--- config.mk ---
export PLATFORM = sky130hd
export DESIGN_NAME = ex_md_stage
export DESIGN_NICKNAME = d
export VERILOG_FILES = /design/src/rtl/riscv_pkg.sv /design/src/rtl/alu.sv /design/src/rtl/md_div_iter.sv /design/src/rtl/ex_md_stage.sv
export SDC_FILE = /design/constraint.sdc
export NUM_CORES = 2
export LEC_CHECK = 0
export CORE_MARGIN = 5
export CORE_UTILIZATION = 50
export DETAILED_ROUTE_END_ITERATION = 16
export PLACE_DENSITY = 0.73
export RECOVER_POWER = 100
export SLEW_MARGIN = 20
export SYNTH_ARGS = -nofsm -noshare
export SYNTH_HDL_FRONTEND = slang
export SYNTH_HIERARCHICAL = 1
export SYNTH_SLANG_ARGS = --single-unit
--- constraint.sdc ---
create_clock -name clk -period 10 [get_ports clk]
set_clock_uncertainty 0.1 [all_clocks]
set_input_delay 2.5 -clock clk [delete_from_list [all_inputs] [get_ports clk]]
set_output_delay 2.5 -clock clk [all_outputs]
set_load 0.05 [all_outputs]
--- src/rtl/riscv_pkg.sv ---
// riscv_pkg: shared datapath width, ALU and RV32M op codes, EX/MD FSM state encoding
package riscv_pkg;
    localparam int XLEN = 32;
    localparam logic [3:0] ALU_AND  = 4'b0000;
    localparam logic [3:0] ALU_OR   = 4'b0001;
    localparam logic [3:0] ALU_ADD  = 4'b0010;
    localparam logic [3:0] ALU_XOR  = 4'b0011;
    localparam logic [3:0] ALU_SLL  = 4'b0100;
    localparam logic [3:0] ALU_SRL  = 4'b0101;
    localparam logic [3:0] ALU_SUB  = 4'b0110;
    localparam logic [3:0] ALU_SLT  = 4'b0111;
    localparam logic [3:0] ALU_SRA  = 4'b1000;
    localparam logic [3:0] ALU_SLTU = 4'b1001;
    localparam logic [2:0] MD_MUL    = 3'd0;
    localparam logic [2:0] MD_MULH   = 3'd1;
    localparam logic [2:0] MD_MULHSU = 3'd2;
    localparam logic [2:0] MD_MULHU  = 3'd3;
    localparam logic [2:0] MD_DIV    = 3'd4;
    localparam logic [2:0] MD_DIVU   = 3'd5;
    localparam logic [2:0] MD_REM    = 3'd6;
    localparam logic [2:0] MD_REMU   = 3'd7;
    localparam logic [1:0] ST_IDLE = 2'd0;
    localparam logic [1:0] ST_CALC = 2'd1;
    localparam logic [1:0] ST_DONE = 2'd2;
    function automatic logic is_div_op(input logic [2:0] op);
        return op[2];
    endfunction
endpackage

--- src/rtl/alu.sv ---
// alu: integer ALU
//   a, b : operands; ctrl : ALU op code; y : result
module alu
    import riscv_pkg::*;
#(
    parameter int BIT_W = XLEN
) (
    input  logic [BIT_W-1:0] a,
    input  logic [BIT_W-1:0] b,
    input  logic [3:0]       ctrl,
    output logic [BIT_W-1:0] y
);
    logic [$clog2(BIT_W)-1:0] w_sh;
    assign w_sh = b[$clog2(BIT_W)-1:0];
    always_comb begin
        y = '0;
        case (ctrl)
            ALU_AND:  y = a & b;
            ALU_OR:   y = a | b;
            ALU_ADD:  y = a + b;
            ALU_XOR:  y = a ^ b;
            ALU_SLL:  y = a << w_sh;
            ALU_SRL:  y = a >> w_sh;
            ALU_SUB:  y = a - b;
            ALU_SLT:  y = BIT_W'($signed(a) < $signed(b));
            ALU_SRA:  y = $signed(a) >>> w_sh;
            ALU_SLTU: y = BIT_W'(a < b);
            default:  y = '0;
        endcase
    end
endmodule

--- src/rtl/md_div_iter.sv ---
// md_div_iter: radix-2 restoring divider, one quotient bit per cycle
//   start_i loads operands; done_o marks the cycle whose edge retires the last bit;
//   quo_o/rem_o are sign-fixed results, stable once done_o has passed
module md_div_iter
    import riscv_pkg::*;
#(
    parameter int BIT_W = XLEN
) (
    input  logic             clk,
    input  logic             rst_n,
    input  logic             start_i,
    input  logic             signed_i,
    input  logic [BIT_W-1:0] dividend_i,
    input  logic [BIT_W-1:0] divisor_i,
    output logic             done_o,
    output logic [BIT_W-1:0] quo_o,
    output logic [BIT_W-1:0] rem_o
);
    localparam int CW = $clog2(BIT_W + 1);
    logic [CW-1:0]    r_cnt;
    logic [BIT_W-1:0] r_quo, r_rem, r_dvs;
    logic             r_neg_q, r_neg_r;
    logic             w_sa, w_sb;
    logic [BIT_W:0]   w_shift, w_sub;
    assign w_sa    = signed_i & dividend_i[BIT_W-1];
    assign w_sb    = signed_i & divisor_i[BIT_W-1];
    assign w_shift = {r_rem, r_quo[BIT_W-1]};
    assign w_sub   = w_shift - {1'b0, r_dvs};
    always_ff @(posedge clk) begin
        if (!rst_n) begin
            r_cnt   <= '0;
            r_quo   <= '0;
            r_rem   <= '0;
            r_dvs   <= '0;
            r_neg_q <= 1'b0;
            r_neg_r <= 1'b0;
        end else if (start_i) begin
            r_quo   <= w_sa ? -dividend_i : dividend_i;
            r_dvs   <= w_sb ? -divisor_i : divisor_i;
            r_rem   <= '0;
            r_cnt   <= CW'(BIT_W);
            // a zero divisor must yield all-ones, so never negate that quotient
            r_neg_q <= (w_sa ^ w_sb) & (|divisor_i);
            r_neg_r <= w_sa;
        end else if (r_cnt != '0) begin
            r_rem <= w_sub[BIT_W] ? w_shift[BIT_W-1:0] : w_sub[BIT_W-1:0];
            r_quo <= {r_quo[BIT_W-2:0], ~w_sub[BIT_W]};
            r_cnt <= r_cnt - CW'(1);
        end
    end
    assign done_o = (r_cnt == CW'(1));
    assign quo_o  = r_neg_q ? -r_quo : r_quo;
    assign rem_o  = r_neg_r ? -r_rem : r_rem;
endmodule

--- src/rtl/ex_md_stage.sv ---
// ex_md_stage: EX stage with ALU, branch redirect and multi-cycle RV32M unit
//   in : valid_i, pc_i/rs1_i/rs2_i/imm_i, alusrc_i, aluctrl_i, md_en_i, md_op_i,
//        branch_i/bne_i/jalr_i, rd_i, ctrl_i, stall_i
//   out: busy_o, registered valid_o/result_o/wdata_o/rd_o/ctrl_o,
//        combinational make_correction_o/pc_correction_o
module ex_md_stage
    import riscv_pkg::*;
#(
    parameter int BIT_W  = XLEN,
    parameter int DIV_EN = 1
) (
    input  logic             clk,
    input  logic             rst_n,
    input  logic             valid_i,
    input  logic [BIT_W-1:0] pc_i,
    input  logic [BIT_W-1:0] rs1_i,
    input  logic [BIT_W-1:0] rs2_i,
    input  logic [BIT_W-1:0] imm_i,
    input  logic             alusrc_i,
    input  logic [3:0]       aluctrl_i,
    input  logic             md_en_i,
    input  logic [2:0]       md_op_i,
    input  logic             branch_i,
    input  logic             bne_i,
    input  logic             jalr_i,
    input  logic [4:0]       rd_i,
    input  logic [3:0]       ctrl_i,
    input  logic             stall_i,
    output logic             busy_o,
    output logic             valid_o,
    output logic [BIT_W-1:0] result_o,
    output logic [BIT_W-1:0] wdata_o,
    output logic [4:0]       rd_o,
    output logic [3:0]       ctrl_o,
    output logic             make_correction_o,
    output logic [BIT_W-1:0] pc_correction_o
);
    logic [1:0]         r_state;
    logic [BIT_W-1:0]   r_md_a, r_md_b, r_md_res, r_result, r_wdata;
    logic [2:0]         r_op;
    logic [4:0]         r_md_rd, r_rd;
    logic [3:0]         r_md_ctrl, r_ctrl;
    logic               r_valid;
    logic [BIT_W-1:0]   w_opa, w_opb, w_alu, w_quo, w_rem, w_mul_res, w_md_res;
    logic [2*BIT_W-1:0] w_prod;
    logic               w_accept, w_div_done, w_calc_done, w_ma_s, w_mb_s;
    assign w_opa = branch_i ? pc_i : rs1_i;
    assign w_opb = alusrc_i ? imm_i : rs2_i;
    alu #(.BIT_W(BIT_W)) u_alu (.a(w_opa), .b(w_opb), .ctrl(aluctrl_i), .y(w_alu));
    assign busy_o            = (r_state != ST_IDLE);
    assign w_accept          = (r_state == ST_IDLE) & valid_i & md_en_i & ~stall_i;
    assign make_correction_o = valid_i & ~busy_o & (jalr_i | (branch_i & ((rs1_i == rs2_i) ^ bne_i)));
    assign pc_correction_o   = w_alu;
    // sign-extend to 2*BIT_W so one unsigned multiply covers all four signedness mixes
    assign w_ma_s    = ((r_op == MD_MULH) | (r_op == MD_MULHSU)) & r_md_a[BIT_W-1];
    assign w_mb_s    = (r_op == MD_MULH) & r_md_b[BIT_W-1];
    assign w_prod    = {{BIT_W{w_ma_s}}, r_md_a} * {{BIT_W{w_mb_s}}, r_md_b};
    assign w_mul_res = (r_op == MD_MUL) ? w_prod[BIT_W-1:0] : w_prod[2*BIT_W-1:BIT_W];
    generate
        if (DIV_EN != 0) begin : g_div
            md_div_iter #(.BIT_W(BIT_W)) u_div (
                .clk       (clk),
                .rst_n     (rst_n),
                .start_i   (w_accept & is_div_op(md_op_i)),
                .signed_i  (~md_op_i[0]),
                .dividend_i(rs1_i),
                .divisor_i (rs2_i),
                .done_o    (w_div_done),
                .quo_o     (w_quo),
                .rem_o     (w_rem)
            );
        end else begin : g_nodiv
            assign w_div_done = 1'b0;
            assign w_quo      = '0;
            assign w_rem      = '0;
        end
    endgenerate
    assign w_calc_done = ~is_div_op(r_op) | (DIV_EN == 0) | w_div_done;
    assign w_md_res    = (is_div_op(r_op) & (DIV_EN != 0)) ? (r_op[1] ? w_rem : w_quo) : r_md_res;
    always_ff @(posedge clk) begin
        if (!rst_n) begin
            r_state   <= ST_IDLE;
            r_valid   <= 1'b0;
            r_result  <= '0;
            r_wdata   <= '0;
            r_rd      <= '0;
            r_ctrl    <= '0;
            r_md_a    <= '0;
            r_md_b    <= '0;
            r_md_res  <= '0;
            r_op      <= '0;
            r_md_rd   <= '0;
            r_md_ctrl <= '0;
        end else begin
            case (r_state)
                ST_IDLE: begin
                    // an accepted MD op leaves a bubble until DONE writes its result
                    if (!stall_i) begin
                        r_valid  <= valid_i & ~md_en_i;
                        r_ctrl   <= (valid_i & ~md_en_i) ? ctrl_i : 4'b0;
                        r_result <= w_alu;
                        r_wdata  <= rs2_i;
                        r_rd     <= rd_i;
                    end
                    if (w_accept) begin
                        r_state   <= ST_CALC;
                        r_md_a    <= rs1_i;
                        r_md_b    <= rs2_i;
                        r_op      <= md_op_i;
                        r_md_rd   <= rd_i;
                        r_md_ctrl <= ctrl_i;
                    end
                end
                ST_CALC: begin
                    r_md_res <= is_div_op(r_op) ? '0 : w_mul_res;
                    if (w_calc_done) r_state <= ST_DONE;
                end
                ST_DONE: begin
                    if (!stall_i) begin
                        r_state  <= ST_IDLE;
                        r_valid  <= 1'b1;
                        r_result <= w_md_res;
                        r_wdata  <= r_md_b;
                        r_rd     <= r_md_rd;
                        r_ctrl   <= r_md_ctrl;
                    end
                end
                default: r_state <= ST_IDLE;
            endcase
        end
    end
    assign valid_o  = r_valid;
    assign result_o = r_result;
    assign wdata_o  = r_wdata;
    assign rd_o     = r_rd;
    assign ctrl_o   = r_ctrl;
endmodule

# Word-level counts from Yosys, hierarchy flattened

Index checks and enable logic that the tools add are counted.

Register bits after elaboration: 288
Input port bits: 153
Output and inout port bits: 108
Word-level logic and storage cells: 128

Add/subtract/negate cells: 8
Multipliers: 1
Magnitude comparators: 2
Equality and inequality tests: 19
Shift operators: 3
Muxes and demuxes: 36
Bitwise logic cells: 28
Reduce and logical (&&, ||, !) cells: 12

Operators with widths:

| kind                                                             | number |
|---|---|
| 32-bit two-way mux                                               | 17 |
| 32-bit case mux with 10 select lines                             | 1 |
| 32-bit negator                                                   | 4 |
| 32-bit case mux with 2 select lines                              | 2 |
| 32-bit < comparator                                              | 2 |
| 33-bit by 33-bit multiplier with 64-bit output                   | 1 |
| 33-bit by 32-bit subtractor with 33-bit output                   | 1 |
| 32-bit adder                                                     | 1 |
| 32-bit bitwise AND                                               | 1 |
| 32-bit == test                                                   | 1 |
| 32-bit OR                                                        | 1 |
| 32-bit OR reduction                                              | 1 |
| 32-bit by 5-bit << shifter with 32-bit output                    | 1 |
| 32-bit by 5-bit right shift with 32-bit output                   | 1 |
| 32-bit by 5-bit >>> shifter with 32-bit output                   | 1 |
| 32-bit subtractor                                                | 1 |
| 32-bit bitwise XOR                                               | 1 |
| 4-bit by 3-bit == test with 1-bit output (second input constant) | 4 |
| 1-bit bitwise AND                                                | 13 |
| 4-bit two-way mux                                                | 3 |
| 6-bit two-way mux                                                | 2 |
| 5-bit two-way mux                                                | 2 |
| 5-bit case mux with 2 select lines                               | 1 |
| 4-bit by 2-bit == test with 1-bit output (second input constant) | 2 |
| 25 further kinds                                                 | 44 |

# Longest topological paths before layout

Word-level depth: 6
Depth in mapped cells: 32
Gate-level depth less buffers: 29

# Cells and area by module

The synthesis kept the hierarchy.

By module, submodules not included:

| module      | instances | cells each | area an instance (sq um) | sequential area each (sq um) |
|---|---|---|---|---|
| ex_md_stage | 1         | 5360       | 47040.1                  | 3683.5 |
| alu         | 1         | 1411       | 9093.7                   | 0.0 |
| md_div_iter | 1         | 1164       | 8479.4                   | 2082.0 |

# Least setup slack after synthesis

OpenSTA, ideal clock, no wires.

Path kind: input to output
From: input alusrc_i
To: output pc_correction_o[29]
Arrival: 7.952 ns
Data required time: 7.400 ns
Setup slack: -0.552 ns
Cell stages on the path: 17
Buffers on the path: 6
Cell sequence: clkbuf_1 buf_1 mux2_2 clkinv_1 clkbuf_1 clkbuf_1 buf_1 ha_1 buf_2 nand2b_1 a21oi_1 o31a_1 nor2_1 o31ai_1 a31oi_1 o41ai_1 o311ai_0

Longest elaborated chain between the ends: 3
Elaborated cells on any way between the ends: 10
Classes of those cells: 2 x add/sub; 3 x shift; 2 x mux; 3 x bitwise

RTL lines:

| what                                      | line              | source |
|---|---|---|
| start: declaration                        | ex_md_stage.sv:19 | `input logic alusrc_i,` |
| 32-bit two-way mux *                      | ex_md_stage.sv:48 | `assign w_opb = alusrc_i ? imm_i : rs2_i;` |
| named net w_opb[3]                        | ex_md_stage.sv:44 | `logic [BIT_W-1:0] w_opa, w_opb, w_alu, w_quo, w_rem, w_mul_res, w_md_res;` |
| 32-bit subtractor (tied with other cells) | alu.sv:24         | `ALU_SUB: y = a - b;` |
| 32-bit case mux with 10 select lines *    | alu.sv:17         | `case (ctrl)` |
| end: declaration                          | ex_md_stage.sv:36 | `output logic [BIT_W-1:0] pc_correction_o` |

Mark *: on every way through the listed nets, which the timed path passes. The rest lies on a longest branch.

# Final worst setup path

From: input rs1_i[0]
To: output pc_correction_o[28]

Longest elaborated chain between the ends: 3
Elaborated cells on any way between the ends: 7
Classes of those cells: 2 x add/sub; 3 x shift; 2 x mux

RTL lines:

| what                                      | line              | source |
|---|---|---|
| start: declaration                        | ex_md_stage.sv:16 | `input logic [BIT_W-1:0] rs1_i,` |
| 32-bit two-way mux *                      | ex_md_stage.sv:47 | `assign w_opa = branch_i ? pc_i : rs1_i;` |
| named net w_opa[0]                        | ex_md_stage.sv:44 |  |
| 32-bit subtractor (tied with other cells) | alu.sv:24         |  |
| 32-bit case mux with 10 select lines *    | alu.sv:17         |  |

Marked as above.

==> results.py <==
metrics = {
    "outcome": {
        "run_status": "finished, violations left",
        "violations": "capacitance limit, slew limit, setup timing",
    },
    "synthesis": {
        "synth_edf_count": 0,
        "ys_top_cells_by_area": "fa_1 35%, dfxtp_1 8.9%, nand2_1 7.9%",
        "ys_warn_count": 6,
        "avgSynthCellArea_um2": 8.14,
        "synth-seq-cells": 288,
        "yosys_most_used_dff": "dfxtp_1",
        "async_flop_share": 0,
        "synth_cell_types": 103,
        "synth_common_cells": "1353 x nand2_1, 1325 x inv_1, 1128 x fa_1",
        "synthesis.instances": 7935,
        "seq_area_frac_synth": 0.0892,
        "postSynthNetCount": 9564,
        "synth_top_cell_area_share": 0.349,
        "yosysMostFrequentCell": "nand2_1",
        "synth_area_mm2": 0.0646,
        "yosysTopAreaCell": "fa_1",
    },
    "worst_setup_path": {
        "worstPathArrival_ps": 7510,
        "crit_slowest_cell": "clkdlybuf4s50_1",
        "path_delay_family": "compound AO/OA/AOI/OAI gates",
        "critPathMaxStageDelay_ps": 690,
        "cp_cell_sequence": "clkdlybuf4s50_1 > mux2_2 > inv_1 > ha_1 > inv_1 > fa_1 > nand2b_1 > a221oi_2 > o221ai_1 > o211ai_1 > buf_4 > a31oi_1 > buf_4 > o41a_1 > o2111a_1 > nor3_1 > a211o_1 > buf_12",
        "startpoint": "rs1_i[0]",
        "worst-path-buf-inv": 6,
        "crit_required_ps": 7400,
        "cp_max_fo": 3,
        "crit_type": "input port to output pin",
        "r2r_start": "r_op[0]",
        "path_depth": 18,
        "start_kind": "input port",
        "end_kind": "output pin",
        "r2r.worst_path.cells": 25,
    },
    "power": {
        "ir_worst_vdd_uv": 262,
        "power_density_mw_per_mm2": 89.8,
        "p_leak_nw": 32.6,
        "fin_total_pwr_w": 0.00651,
    },
    "grt": {
        "grt-ovfl-total": 0,
        "grt_pass1_wl_mm": 405,
        "grt.total_usage": 0.401,
        "antenna_found_initial": 27,
        "grt_max_degree": 79,
        "grt_pass1_vias": 60200,
    },
    "timing": {
        "min_period_over_period": 1.01,
        "period_needed_ps": 10110,
        "hold_ws_ps": 357,
        "max_slew.worst_pin.slew_ps": 4000,
        "setup_ws_ps": -113,
        "drv_slew": 342,
        "setup_viol": 5,
        "hold_violations": 0,
        "max_slew_margin": -1.66,
        "rsz0062_at_grt": "false",
        "max_freq_mhz": 98.9,
    },
    "run": {
        "maxCapViolations": 6,
    },
    "clocking": {
        "root_buffer": "clkbuf_16",
        "cts.hold.buffers_added": 0,
        "numCtsBuffers": 34,
        "clockBufferDepth": 3,
        "cts_sinks": 288,
        "cts.htree.levels": 2,
        "cts_setup_buffers": 0,
        "tritoncts": "built",
        "clock_latency_ps": 600,
        "clkTransAtPathRegs_ps": 60,
    },
    "floorplan": {
        "rows": 132,
        "pin_count": 261,
        "die_h_um": 369,
        "initial_utilization": 0.501,
        "design.die.area_mm2": 0.137,
        "coreArea_mm2": 0.129,
        "die_w_um": 369,
    },
    "finish": {
        "fin_nets": 9849,
        "final_layout_size_suffix_gt1_frac": 0.0882,
        "fillers": 11800,
        "areaGrowthSynthToFinish_pct": 12.2,
    },
    "drt": {
        "dr.max_layer_used": "met5",
        "dr.pass1.iters": 6,
        "drcViolationCount": 0,
        "wl_per_cell_um": 27.6,
        "detail-route-antenna-nets": 0,
        "wl_met3_mm": 30.3,
        "wirelength_mm": 276,
        "viasPerCell": 6.00,
        "drt-met1-wl_mm": 113,
        "first_iter_violations": 7093,
        "wl_met2_mm": 117,
        "vias": 60000,
    },
    "worst_hold_path": {
        "whs_path_depth": 2,
        "worst_hold_path_type": "flop to flop",
        "hp-start": "r_md_rd[2]",
    },
    "place": {
        "dp_hpwl_mm": 228,
        "gp_congestion": 1.13,
        "io_buffers": 260,
    },
}
[registers in the layout, summed over array words and instances, names as in the netlist, 2 cells and up]
register and count:
r_op 3, r_state 2, g_div.u_div/r_quo 32, r_md_res 32, g_div.u_div/r_cnt 6, ctrl_o 4, r_md_a 32, r_md_rd 5
r_md_ctrl 4, wdata_o 32, g_div.u_div/r_rem 32, rd_o 5, result_o 32, r_md_b 32, g_div.u_div/r_dvs 32
[area by class of cell]
class                           count  area (um2)  area share
Clock inverter                     10         160     0.00221
Sequential cell                   288        5780      0.0797
Timing Repair Buffer              750        6420      0.0886
Multi-Input combinational cell   5814       51900       0.717
Antenna cell                       12        30.0    0.000414
Clock buffer                       47         970      0.0134
Inverter                         1332        5000      0.0690
Tap cell                         1742        2180      0.0301
[layout by cell type (no fill, tap or decap), types with 147 or more instances in the layout]
cell,netlist,layout
clkdlybuf4s50_1,0,147
fa_1,1128,1128
dfxtp_1,288,277
xnor2_1,201,200
inv_1,1325,1326
a21oi_1,445,446
buf_4,6,456
and2_1,330,328
nor2_1,392,391
o21ai_0,255,257
ha_1,348,348
nand2_1,1353,1352
[logic make-up after synthesis]
| kind of cell | synth area share |
|---|---|
| mux | 0.0412 |
| compound gates | 0.136 |
| fa+ha+maj | 0.417 |
| xor+xnor | 0.0348 |
| buf+inv | 0.108 |
| simple gates | 0.174 |
| flops | 0.0892 |
[layer usage]
metal | GRT usage | up-vias
met4 | 0.175 | 22
li1 | - | 25800
met1 | 0.564 | 30300
met3 | 0.100 | 616
met5 | 0.00142 | -
met2 | 0.589 | 3306
[stage by stage]
step,TNS (ps),instance area [um2],cells,setup slack [ps],util
6_report,-346,72500,9995,-113,0.562
5_1_grt,0,72500,9984,35.1,0.562
4_1_cts,0,72700,9983,4.45,0.564
3_5_place_dp,0,71600,9926,38.5,0.555
3_3_place_gp,0,71600,9926,73.0,0.555
2_1_floorplan,0,64600,7935,22.5,-
[where the power goes]
part	total, W	switching [W]	internal [W]
registers	0.00143	0.000177	0.00126
logic	0.00374	0.00243	0.00131
clock network	0.00133	0.000593	0.000740
[path summary, 6_finish.rpt]
check,slack (ps),endpoint
setup / recovery,-110,pc_correction_o[28]
setup reg to reg,460,r_md_res[29]
hold reg to reg,360,r_md_rd[2]
hold / removal,360,r_md_rd[2]
[worst register-to-register path, cell delays in order, from the launching register on]
cell      delay (ps)
dfxtp_1          420
xnor2_1          120
nor3b_2          160
clkbuf_1         560
buf_4            430
nand2_1          180
fa_1             720
fa_1             570
fa_1             540
fa_1             770
inv_1            250
fa_1             510
fa_1             500
fa_1             490
inv_1             50
fa_1             470
inv_1             40
ha_1             360
a21oi_1          300
o21ai_0          140
a221oi_1         340
o32ai_1          210
o22ai_1          340
o21ai_0          220
or4b_1           500
a31oi_1          160
[what timing repair did]
item | CTS | global route
resized for setup | 0 | 3
hold endpoints to repair | 0 | 0
setup endpoints to repair | 0 | 4
(Power assumes the default switching activity.)
